===== src/rtl/fracn_mmd_ctrl_if.sv =====
// Control/status bundle between the DSM/PFD side and the frac-N MMD controller.
// master = stimulus/DSM side, slave = the divider controller.
interface fracn_mmd_ctrl_if #(
  parameter int N_W = 8
);
  logic           en;
  logic [N_W-1:0] n_int;
  logic           frac_bit;
  logic           tc;
  logic           div_out;
  logic           mod_sel;
  logic           clamp_err;

  modport master (
    output en, n_int, frac_bit,
    input  tc, div_out, mod_sel, clamp_err
  );

  modport slave (
    input  en, n_int, frac_bit,
    output tc, div_out, mod_sel, clamp_err
  );
endinterface


===== src/rtl/fracn_mmd_ctrl.sv =====
// Multi-modulus divider controller: divides clk by n_int or n_int+1 per period.
// Optional 50% duty feedback clock selected by FRACN_MMD_DUTY50_EN.
module fracn_mmd_ctrl #(
  parameter int N_W   = 8,
  parameter int N_MIN = 4
) (
  input  logic                 clk,
  input  logic                 rst,
  fracn_mmd_ctrl_if.slave      bus
);

  localparam logic [N_W-1:0] NMinV = N_W'(N_MIN);
  localparam logic [N_W-1:0] OneV  = N_W'(1);

  logic [N_W-1:0] cnt_q, cnt_d;
  logic           tc_q, tc_d;
  logic           mod_sel_q, mod_sel_d;
  logic           clamp_q, clamp_d;

  logic           below_min;
  logic [N_W-1:0] n_eff;
  logic [N_W-1:0] reload;

  // n_eff >= N_MIN >= 1, so n_eff-1+frac_bit never wraps and tops out at 2^N_W-1.
  assign below_min = (bus.n_int < NMinV);
  assign n_eff     = below_min ? NMinV : bus.n_int;
  assign reload    = (n_eff - OneV) + {{(N_W-1){1'b0}}, bus.frac_bit};

`ifdef FRACN_MMD_DUTY50_EN
  logic [N_W-1:0] thresh_q, thresh_d;
  logic [N_W-1:0] half_per;
  logic           div_q, div_d;

  // floor(P/2) without forming the N_W+1 bit period explicitly.
  assign half_per = {1'b0, n_eff[N_W-1:1]} + {{(N_W-1){1'b0}}, n_eff[0] & bus.frac_bit};
`endif

  always_comb begin
    cnt_d     = cnt_q;
    tc_d      = tc_q;
    mod_sel_d = mod_sel_q;
    clamp_d   = clamp_q;
`ifdef FRACN_MMD_DUTY50_EN
    thresh_d  = thresh_q;
    div_d     = div_q;
`endif
    if (!bus.en) begin
      cnt_d = '0;
      tc_d  = 1'b0;
`ifdef FRACN_MMD_DUTY50_EN
      div_d = 1'b0;
`endif
    end else if (cnt_q == '0) begin
      cnt_d     = reload;
      tc_d      = 1'b1;
      mod_sel_d = bus.frac_bit;
      clamp_d   = clamp_q | below_min;
`ifdef FRACN_MMD_DUTY50_EN
      thresh_d  = half_per;
      div_d     = 1'b1;
`endif
    end else begin
      cnt_d = cnt_q - OneV;
      tc_d  = 1'b0;
`ifdef FRACN_MMD_DUTY50_EN
      // High while the remaining count is still in the upper ceil(P/2) slots.
      div_d = (cnt_q - OneV) >= thresh_q;
`endif
    end
  end

  always_ff @(posedge clk or posedge rst) begin
    if (rst) begin
      cnt_q     <= '0;
      tc_q      <= 1'b0;
      mod_sel_q <= 1'b0;
      clamp_q   <= 1'b0;
`ifdef FRACN_MMD_DUTY50_EN
      thresh_q  <= '0;
      div_q     <= 1'b0;
`endif
    end else begin
      cnt_q     <= cnt_d;
      tc_q      <= tc_d;
      mod_sel_q <= mod_sel_d;
      clamp_q   <= clamp_d;
`ifdef FRACN_MMD_DUTY50_EN
      thresh_q  <= thresh_d;
      div_q     <= div_d;
`endif
    end
  end

  assign bus.tc        = tc_q;
  assign bus.mod_sel   = mod_sel_q;
  assign bus.clamp_err = clamp_q;
`ifdef FRACN_MMD_DUTY50_EN
  assign bus.div_out   = div_q;
`else
  assign bus.div_out   = tc_q;
`endif

endmodule


===== src/flat_wrapper.sv =====
// flat-port wrapper written by rule: the top's interface ports become plain ports
module fracn_mmd_ctrl_flat 
#(
  parameter int N_W   = 8,
  parameter int N_MIN = 4
)
  (clk, rst, bus_en, bus_n_int, bus_frac_bit, bus_tc, bus_div_out, bus_mod_sel, bus_clamp_err);
  fracn_mmd_ctrl_if #(.N_W(N_W)) bus_i ();
  input  logic clk;
  input  logic rst;
  input wire logic [$bits(bus_i.en)-1:0] bus_en;
  input wire logic [$bits(bus_i.n_int)-1:0] bus_n_int;
  input wire logic [$bits(bus_i.frac_bit)-1:0] bus_frac_bit;
  output wire logic [$bits(bus_i.tc)-1:0] bus_tc;
  output wire logic [$bits(bus_i.div_out)-1:0] bus_div_out;
  output wire logic [$bits(bus_i.mod_sel)-1:0] bus_mod_sel;
  output wire logic [$bits(bus_i.clamp_err)-1:0] bus_clamp_err;
  assign bus_i.en = bus_en;
  assign bus_i.n_int = bus_n_int;
  assign bus_i.frac_bit = bus_frac_bit;
  assign bus_tc = bus_i.tc;
  assign bus_div_out = bus_i.div_out;
  assign bus_mod_sel = bus_i.mod_sel;
  assign bus_clamp_err = bus_i.clamp_err;
  fracn_mmd_ctrl #(.N_W(N_W), .N_MIN(N_MIN)) u_core (.clk(clk), .rst(rst), .bus(bus_i));
endmodule

===== config.mk =====
export PLATFORM = sky130hd
export DESIGN_NAME = fracn_mmd_ctrl_flat
export DESIGN_NICKNAME = d
export VERILOG_FILES = /design/src/rtl/fracn_mmd_ctrl_if.sv /design/src/rtl/fracn_mmd_ctrl.sv /design/src/flat_wrapper.sv
export SDC_FILE = /design/constraint.sdc
export NUM_CORES = 1
export LEC_CHECK = 0
export CORE_UTILIZATION = 35
export DETAILED_ROUTE_END_ITERATION = 8
export GPL_TIMING_DRIVEN = 1
export PLACE_DENSITY_LB_ADDON = 0.08
export SYNTH_ARGS = -nofsm -noshare
export SYNTH_HDL_FRONTEND = slang
export SYNTH_SLANG_ARGS = --single-unit

===== constraint.sdc =====
create_clock -name clk -period 1.65 [get_ports clk]
set_input_delay 0.2475 -clock clk [delete_from_list [all_inputs] [get_ports clk]]
set_output_delay 0.2475 -clock clk [all_outputs]
set_load 0.005 [all_outputs]

==> impl_metrics.py <==
metrics = {
    "logic_synthesis": {
        "ys_ff_latch": 11,
        "synth_top_flop_cell": "dfrtp_1",
        "syn_inst": 84,
        "synth_area_leader_cell": "dfrtp_1",
        "synth-async-reset-ratio_pct": 100.0,
        "synth_area_leaders": "dfrtp_1 (35%), ha_1 (6.4%), nor3_1 (3.8%)",
        "synth.distinct_cells": 39,
        "synth_top_area_share_pct": 35.09,
        "ys.warnings.count": 0,
        "yosysSeqAreaShare_pct": 35.09,
        "synth_area_sq_um": 784.5,
        "syn_nets": 100,
        "syn_avg_cell_area_sq_um": 9.339,
        "synth_edf_count": 0,
    },
    "worst_setup_path": {
        "cp-end-kind": "register",
        "cp.arrival_ns": 1.99,
        "cp.required_ns": 1.80,
        "worstSetupPathType": "input pin to register",
        "crit_chain": "buf_8 > nor3_4 > nand2_2 > o21ai_2 > ha_2 > or4b_4 > o41a_1 > o21ai_1 > a311oi_1",
        "start_kind": "input pin",
        "crit_buf_inv": 1,
        "slowest_stage": "or4b_4",
        "slowest_delay_ns": 0.48,
        "crit_family": "simple AND/OR/NAND/NOR gates",
        "critPathMaxFanout": 3,
    },
    "cts": {
        "htreeDepth": 1,
        "clock_path_buffers": 2,
        "clk_latency_ns": 0.28,
        "numCtsBuffers": 3,
        "clock-sinks": 11,
        "cts_tree": "built",
        "cts_root_buf": "clkbuf_4",
        "clk_pin_slew_worst_paths_ns": 0.09,
    },
    "timing": {
        "fin_hold_ws_ns": 0.2497,
        "setup_viol": 4,
        "hold_viol": 0,
        "drv_slew": 0,
        "relSlewSlack_pct": 70.94,
        "worst_pin_slew_ns": 0.4354,
        "setup_ws_ns": -0.1858,
        "fin_skew_ns": 0.01029,
        "finalCritPeriodShare_pct": 111.3,
        "layout_min_cycle_time_ns": 1.836,
        "rsz0062_at_grt": "yes",
        "max_freq_mhz": 544.7,
    },
    "finish": {
        "fill_cells": 190,
        "layout-drive-gt1-share_pct": 44.96,
        "n_antenna_cell": 0,
        "final_util_pct": 62.50,
        "fin_nets": 146,
        "areaGrowthSynthToFinish_pct": 62.68,
    },
    "routing": {
        "drt_pass1_iterations": 4,
        "drt-initial-drc-count": 9,
        "vias_per_cell": 5.231,
        "vias": 816,
        "totalWireLength_mm": 2.002,
        "postRouteAntennaNets": 0,
        "route.detailed.drc": 0,
        "routedWlPerCell_um": 12.83,
    },
    "floorplanning": {
        "pin_count": 16,
        "row_count": 16,
        "die_y_um": 49.35,
        "initial_core_util_pct": 38.42,
        "die_area_sq_um": 2435,
        "core_area_sq_um": 2042,
        "die_w_um": 49.35,
    },
    "job": {
        "maxCapViolCount": 0,
    },
    "grt": {
        "grt_pass1_wl_mm": 3.450,
        "antenna_found_initial": 0,
        "first_global_vias": 816,
        "grt_overflow": 0,
        "grt_max_degree": 12,
        "grt_use_total_pct": 18.58,
    },
    "min_path": {
        "holdCritPathClass": "input pin to asynchronous set/reset pin",
    },
    "pwr": {
        "p_per_area_nw_per_um2": 1274,
        "peakVddDrop_mv": 0.7733,
        "leakage_nw": 0.5908,
        "power_mw": 1.626,
    },
    "placement": {
        "io_buffers": 15,
        "gp_congestion": 0.7754,
        "place_hpwl_mm": 1.512,
    },
    "outcome": {
        "status": "finished with violations",
        "violations": "setup timing",
    },
}
worst paths after layout:
| path | from | end | slack [ns] | depth (start not counted) |
|---|---|---|---|---|
| min in group clk | bus_n_int[6] | u_core.cnt_q[6] | 0.44 | 4 |
| max in group asynchronous | rst | u_core.cnt_q[4] | 1.09 | 2 |
| max | bus_n_int[5] | u_core.cnt_q[7] | -0.19 | 9 |
| min | rst | u_core.cnt_q[0] | 0.25 | 2 |
| min reg2reg | u_core.bus.clamp_err | u_core.bus.clamp_err | 0.47 | 1 |
| max reg2reg | u_core.cnt_q[1] | u_core.cnt_q[4] | -0.02 | 6 |
Yosys cell counts (3+ instances only):
library cell / count
nand2_1: 7
nor4_1: 3
dfrtp_1: 11
inv_1: 4
nor3_1: 6
and3_1: 4
o21ai_0: 4
nor2_1: 5
ha_1: 4
flip-flops by register name (all words and copies together) (netlist names):
name and cells:
u_core.bus.clamp_err 1, u_core.bus.div_out 1, u_core.bus.mod_sel 1, u_core.cnt_q 8
placed cells by master (no fill, tap or decap), drive strengths merged, types with 2 or more instances in the layout:
cell type	synthesis	final
o21a	2	2
and3	4	4
nand2	8	8
o21ai	6	6
o311a	2	2
clkbuf	0	3
nor2	5	5
buf	2	32
nor4	3	3
and2	2	2
nor3	6	6
inv	4	4
o31ai	2	2
a21oi	2	2
clkdlybuf4s50	0	9
ha	4	4
or4b	2	2
dfrtp	11	11
cells by family after synthesis:
kind of cell    after synthesis  share of synthesized area [%]
fa+ha+maj                     4                          6.380
compound gates               23                          22.33
mux                           2                          2.711
buf+inv                       6                          3.508
xor+xnor                      2                          2.233
flops                        11                          35.09
simple gates                 36                          27.75
power by group:
part | switching (mW) | internal, mW
registers | 0.100 | 0.363
logic | 0.412 | 0.552
clock network | 0.109 | 0.0901
stage by stage:
stage	std cells	TNS [ns]	setup slack (ns)	cell area, sq um
floorplan	84	-1.064	-0.2929	818.3
global placement	144	-4.630	-0.8537	1140
detailed placement	144	-5.032	-0.9157	1140
CTS	155	-0.8273	-0.2618	1221
global route	156	-0.8936	-0.2552	1276
finish	156	-0.6005	-0.1858	1276
layout make-up:
type                            count  area [sq um]  share of cell area (%)
Inverter                            4         15.01                   1.176
Multi-Input combinational cell     67         568.0                   44.51
Clock inverter                      1         5.005                  0.3922
Tap cell                           27         33.78                   2.647
Clock buffer                        3         22.52                   1.765
Sequential cell                    11         275.3                   21.57
Timing Repair Buffer               43         356.6                   27.94
layer usage:
layer / vias up / global-route usage, % / wire length, um
met5: - / 0 / 0
met4: 0 / 8.333 / 28
met3: 5 / 3.427 / 78
met2: 17 / 32.19 / 976
met1: 384 / 22.01 / 918
li1: 410 / - / -
worst reg2reg max path: cells and delay by family, from the launching register on:
family	cells	cell delay, ns
AO/OA/AOI/OAI	2	0.35
adder cells (fa/ha/maj)	1	0.14
buffers and inverters	1	0.11
flip-flops	1	0.38
AND/OR/NAND/NOR	2	0.62
repair_timing:
| item | CTS | global route |
|---|---|---|
| resized for setup | 26 | 11 |
| setup endpoints to repair | 6 | 9 |
| setup buffers | 7 | 1 |
| hold buffers | 0 | 0 |
| pin swaps | 10 | 10 |
Note: power is estimated with default switching activity, not from simulation.
==> variant 1 (config.mk and constraints unchanged) <==
Add a define of `FRACN_MMD_DUTY50_EN`.
--- a/src/rtl/fracn_mmd_ctrl.sv
+++ b/src/rtl/fracn_mmd_ctrl.sv
@@ -1,5 +1,7 @@
 // Multi-modulus divider controller: divides clk by n_int or n_int+1 per period.
 // Optional 50% duty feedback clock selected by FRACN_MMD_DUTY50_EN.
+`define FRACN_MMD_DUTY50_EN
+
 module fracn_mmd_ctrl #(
   parameter int N_W   = 8,
   parameter int N_MIN = 4
Function: changed (a bounded check fails within 4 cycles, from zero or initial values and one cycle with rst high).
==> variant 1 against the unedited design <==
Maximum frequency fell by 16%. Routed wire length rose by 93%. Register-to-register slack got worse by 500 ps. Sequential share of layout area fell by 0.27 points. Clock power rose by 96%. Clock skew fell by 7.4 ps. Critical path type is now reg2reg. Non-clock buffer count rose by 21. Worst setup slack got worse by 340 ps. Design area rose by 84%. Highest routed layer unchanged. Via count rose by 56%. Synthesized area rose by 80%. The run still ends with negative setup slack left. Utilization fell by 0.19 points. Sequential cell count rose by 9. Total power rose by 130%. Largest power group unchanged.
==> variant 1: results <==
export IMPL_status="finished, violations left"
export IMPL_violations="negative setup slack"
export IMPL_reg2reg_depth=8
export IMPL_comb_cell_power_uw=2530
export IMPL_multi_input_area_mm2=0.00110
export IMPL_cts_resized=65
export IMPL_timing_critical_path_slowest_stage_cell="or4_4"
export IMPL_final_fill_count=299
export IMPL_placed_cell_area_mm2=0.00195
export IMPL_wl_met3_um=74
export IMPL_syn_area_per_cell_um2=9.41
export IMPL_detail_route_iter0_violations=45
export IMPL_postCtsSetupRepairBufs=10
export IMPL_synth_nets=177
export IMPL_vias_per_cell=4.91
export IMPL_drive_gt1_frac=0.514
export IMPL_wl_mm=3.86
export IMPL_max_stage_delay_ps=550
export IMPL_grt_total_usage=0.196
export IMPL_path_class="reg2reg"
export IMPL_pg_clk_uw=390
export IMPL_final_setup_tns_ps=-1690
export IMPL_layout_setup_ws_ps=-523
export IMPL_yosys_top_cells_count="nand2_1, dfrtp_1, inv_1, ha_1"
export IMPL_setup_viol=17
export IMPL_holdWs_ps=320
export IMPL_power_leakage_uw=0.00114
export IMPL_startpoint="u_core.cnt_q[2]"
-- variant 1: cell types whose count changed after synthesis, sizes merged, moves of 4 or more --
cell / before / now
ha: 4 / 15
dfrtp: 11 / 20
mux2i: 1 / 5
nand3: 0 / 6
clkbuf: 0 / 4
xor2: 1 / 5
inv: 4 / 16
nand2: 8 / 23
xnor2: 1 / 5
-- variant 1: layer usage --
metal | GRT usage | vias up
met1 | 0.239 | 618
met5 | 0 | -
met2 | 0.357 | 16
met4 | 0.0571 | 0
met3 | 0.0226 | 2
li1 | - | 640
-- variant 1: kinds of logic after synthesis --
group,share of synthesized area
multiplexers,0.0754
flip-flops,0.355
adder cells (fa/ha/maj),0.133
XOR/XNOR,0.0621
AO/OA/AOI/OAI,0.103
AND/OR/NAND/NOR,0.205
buffers and inverters,0.0674
-- variant 1: layout make-up --
cell class | instances | share of cell area
clock buffer | 4 | 0.0234
inverter | 16 | 0.0288
multi-input combinational | 108 | 0.469
sequential | 20 | 0.213
tap | 48 | 0.0256
timing repair buffer | 64 | 0.240
==> variant 2 (same settings) <==
Made on the original files. Reset style: synchronous (`rst`), changed in one clocked block.
--- a/src/rtl/fracn_mmd_ctrl.sv
+++ b/src/rtl/fracn_mmd_ctrl.sv
@@ -69,7 +69,7 @@
     end
   end
 
-  always_ff @(posedge clk or posedge rst) begin
+  always_ff @(posedge clk) begin
     if (rst) begin
       cnt_q     <= '0;
       tc_q      <= 1'b0;
Function: differs if rst is asserted again (counterexample within 4 cycles, from zero or initial values and one cycle with rst high); with rst held inactive, the same outputs for 10 cycles.
==> variant 2 against the unedited design <==
The run still ends with negative setup slack left. Routed wire length up 4.8%. Sequential cell count stayed put. Design area decreased by 1.9%. First-iteration DRC count is 33% lower. Final cell count is 1.9% higher. Global-route usage grew 5.2 points. Worst hold slack better by 160 ps. Worst setup slack worse by 130 ps. Count of clock-buffer cells in the layout grew 1. Total power down 29%. Synthesized area shrank 8.9%. Highest routed layer unchanged.
==> variant 2: results <==
export IMPL_synth_compound_area_frac=0.184
export IMPL_synth_xor_area_frac=0.0858
export IMPL_synth_nets=102
export IMPL_postCtsSetupRepairBufs=16
export IMPL_regToRegEndpoint="u_core.cnt_q[2]"
export IMPL_grt_pass1_wl_mm=3.51
export IMPL_place_congestion=0.791
export IMPL_dp_final_hpwl_mm=1.43
export IMPL_grt_total_usage=0.238
export IMPL_grt_pass1_vias=814
export IMPL_violations="negative setup slack"
export IMPL_endpoint="u_core.cnt_q[7]"
export IMPL_timing_reg2reg_setup_slack_ps=50
export IMPL_grtUsageMet1=0.261
export IMPL_use_met3=0.0577
export IMPL_setup_viol=6
export IMPL_grt_max_degree=8
export IMPL_status="finished, violations left"
export IMPL_cp_max_fo=2
export IMPL_seq_power_share=0.313
export IMPL_place_ws_ps=-975
export IMPL_cp_data_arrival_time_ps=2130
export IMPL_irDropWorstVdd_mv=0.675
export IMPL_clock_skew_ps=6.27
export IMPL_grtUsageMet2=0.447
export IMPL_wl_per_cell_um=13.2
export IMPL_final_fill_count=156
export IMPL_hp_class="in2reg"
export IMPL_vias_per_cell=5.03
export IMPL_nets=152
export IMPL_dr_wl_met2_mm=1.07
export IMPL_startpoint="bus_n_int[7]"
export IMPL_yosys_top_cells_count="nor2_1, dfxtp_1"
export IMPL_wl_met1_um=912
export IMPL_wl_met3_um=81
export IMPL_max_stage_delay_ps=460
export IMPL_worstReg2RegStart="u_core.cnt_q[0]"
export IMPL_drive_gt1_frac=0.433
export IMPL_final_setup_tns_ps=-1120
export IMPL_postSynthCellCount=85
export IMPL_layout_setup_ws_ps=-312
export IMPL_relSlewSlack=0.758
export IMPL_synth_mux_area_frac=0.0298
==> variant 2: cell types whose count changed after synthesis, sizes merged, moves of 3 or more <==
cell    change
a211oi      +4
and3        -4
dfrtp      -11
dfxtp      +11
nand2       -3
nor2        +8
nor3        -3
o21ai       -4
or4         +3
xor2        +4
==> variant 2: final cells by class <==
class | count | share of cell area
flip-flops and latches | 11 | 0.176
clock buffers | 4 | 0.0210
multi-input cells | 68 | 0.455
repair buffers | 48 | 0.315
well taps | 25 | 0.0250
inverters | 3 | 0.00899
==> variant 2: metrics by stage <==
step           instances  utilization  hold slack (ps)  power (uW)  cell area [um^2]
3_3_place_gp         141        0.570              462         909              1040
4_1_cts              161        0.669              420        1140              1220
5_1_grt              159        0.688              425        1230              1250
2_1_floorplan         85            -              320         673               729
6_report             159        0.688              412        1150              1250
3_5_place_dp         141        0.570              468         916              1040
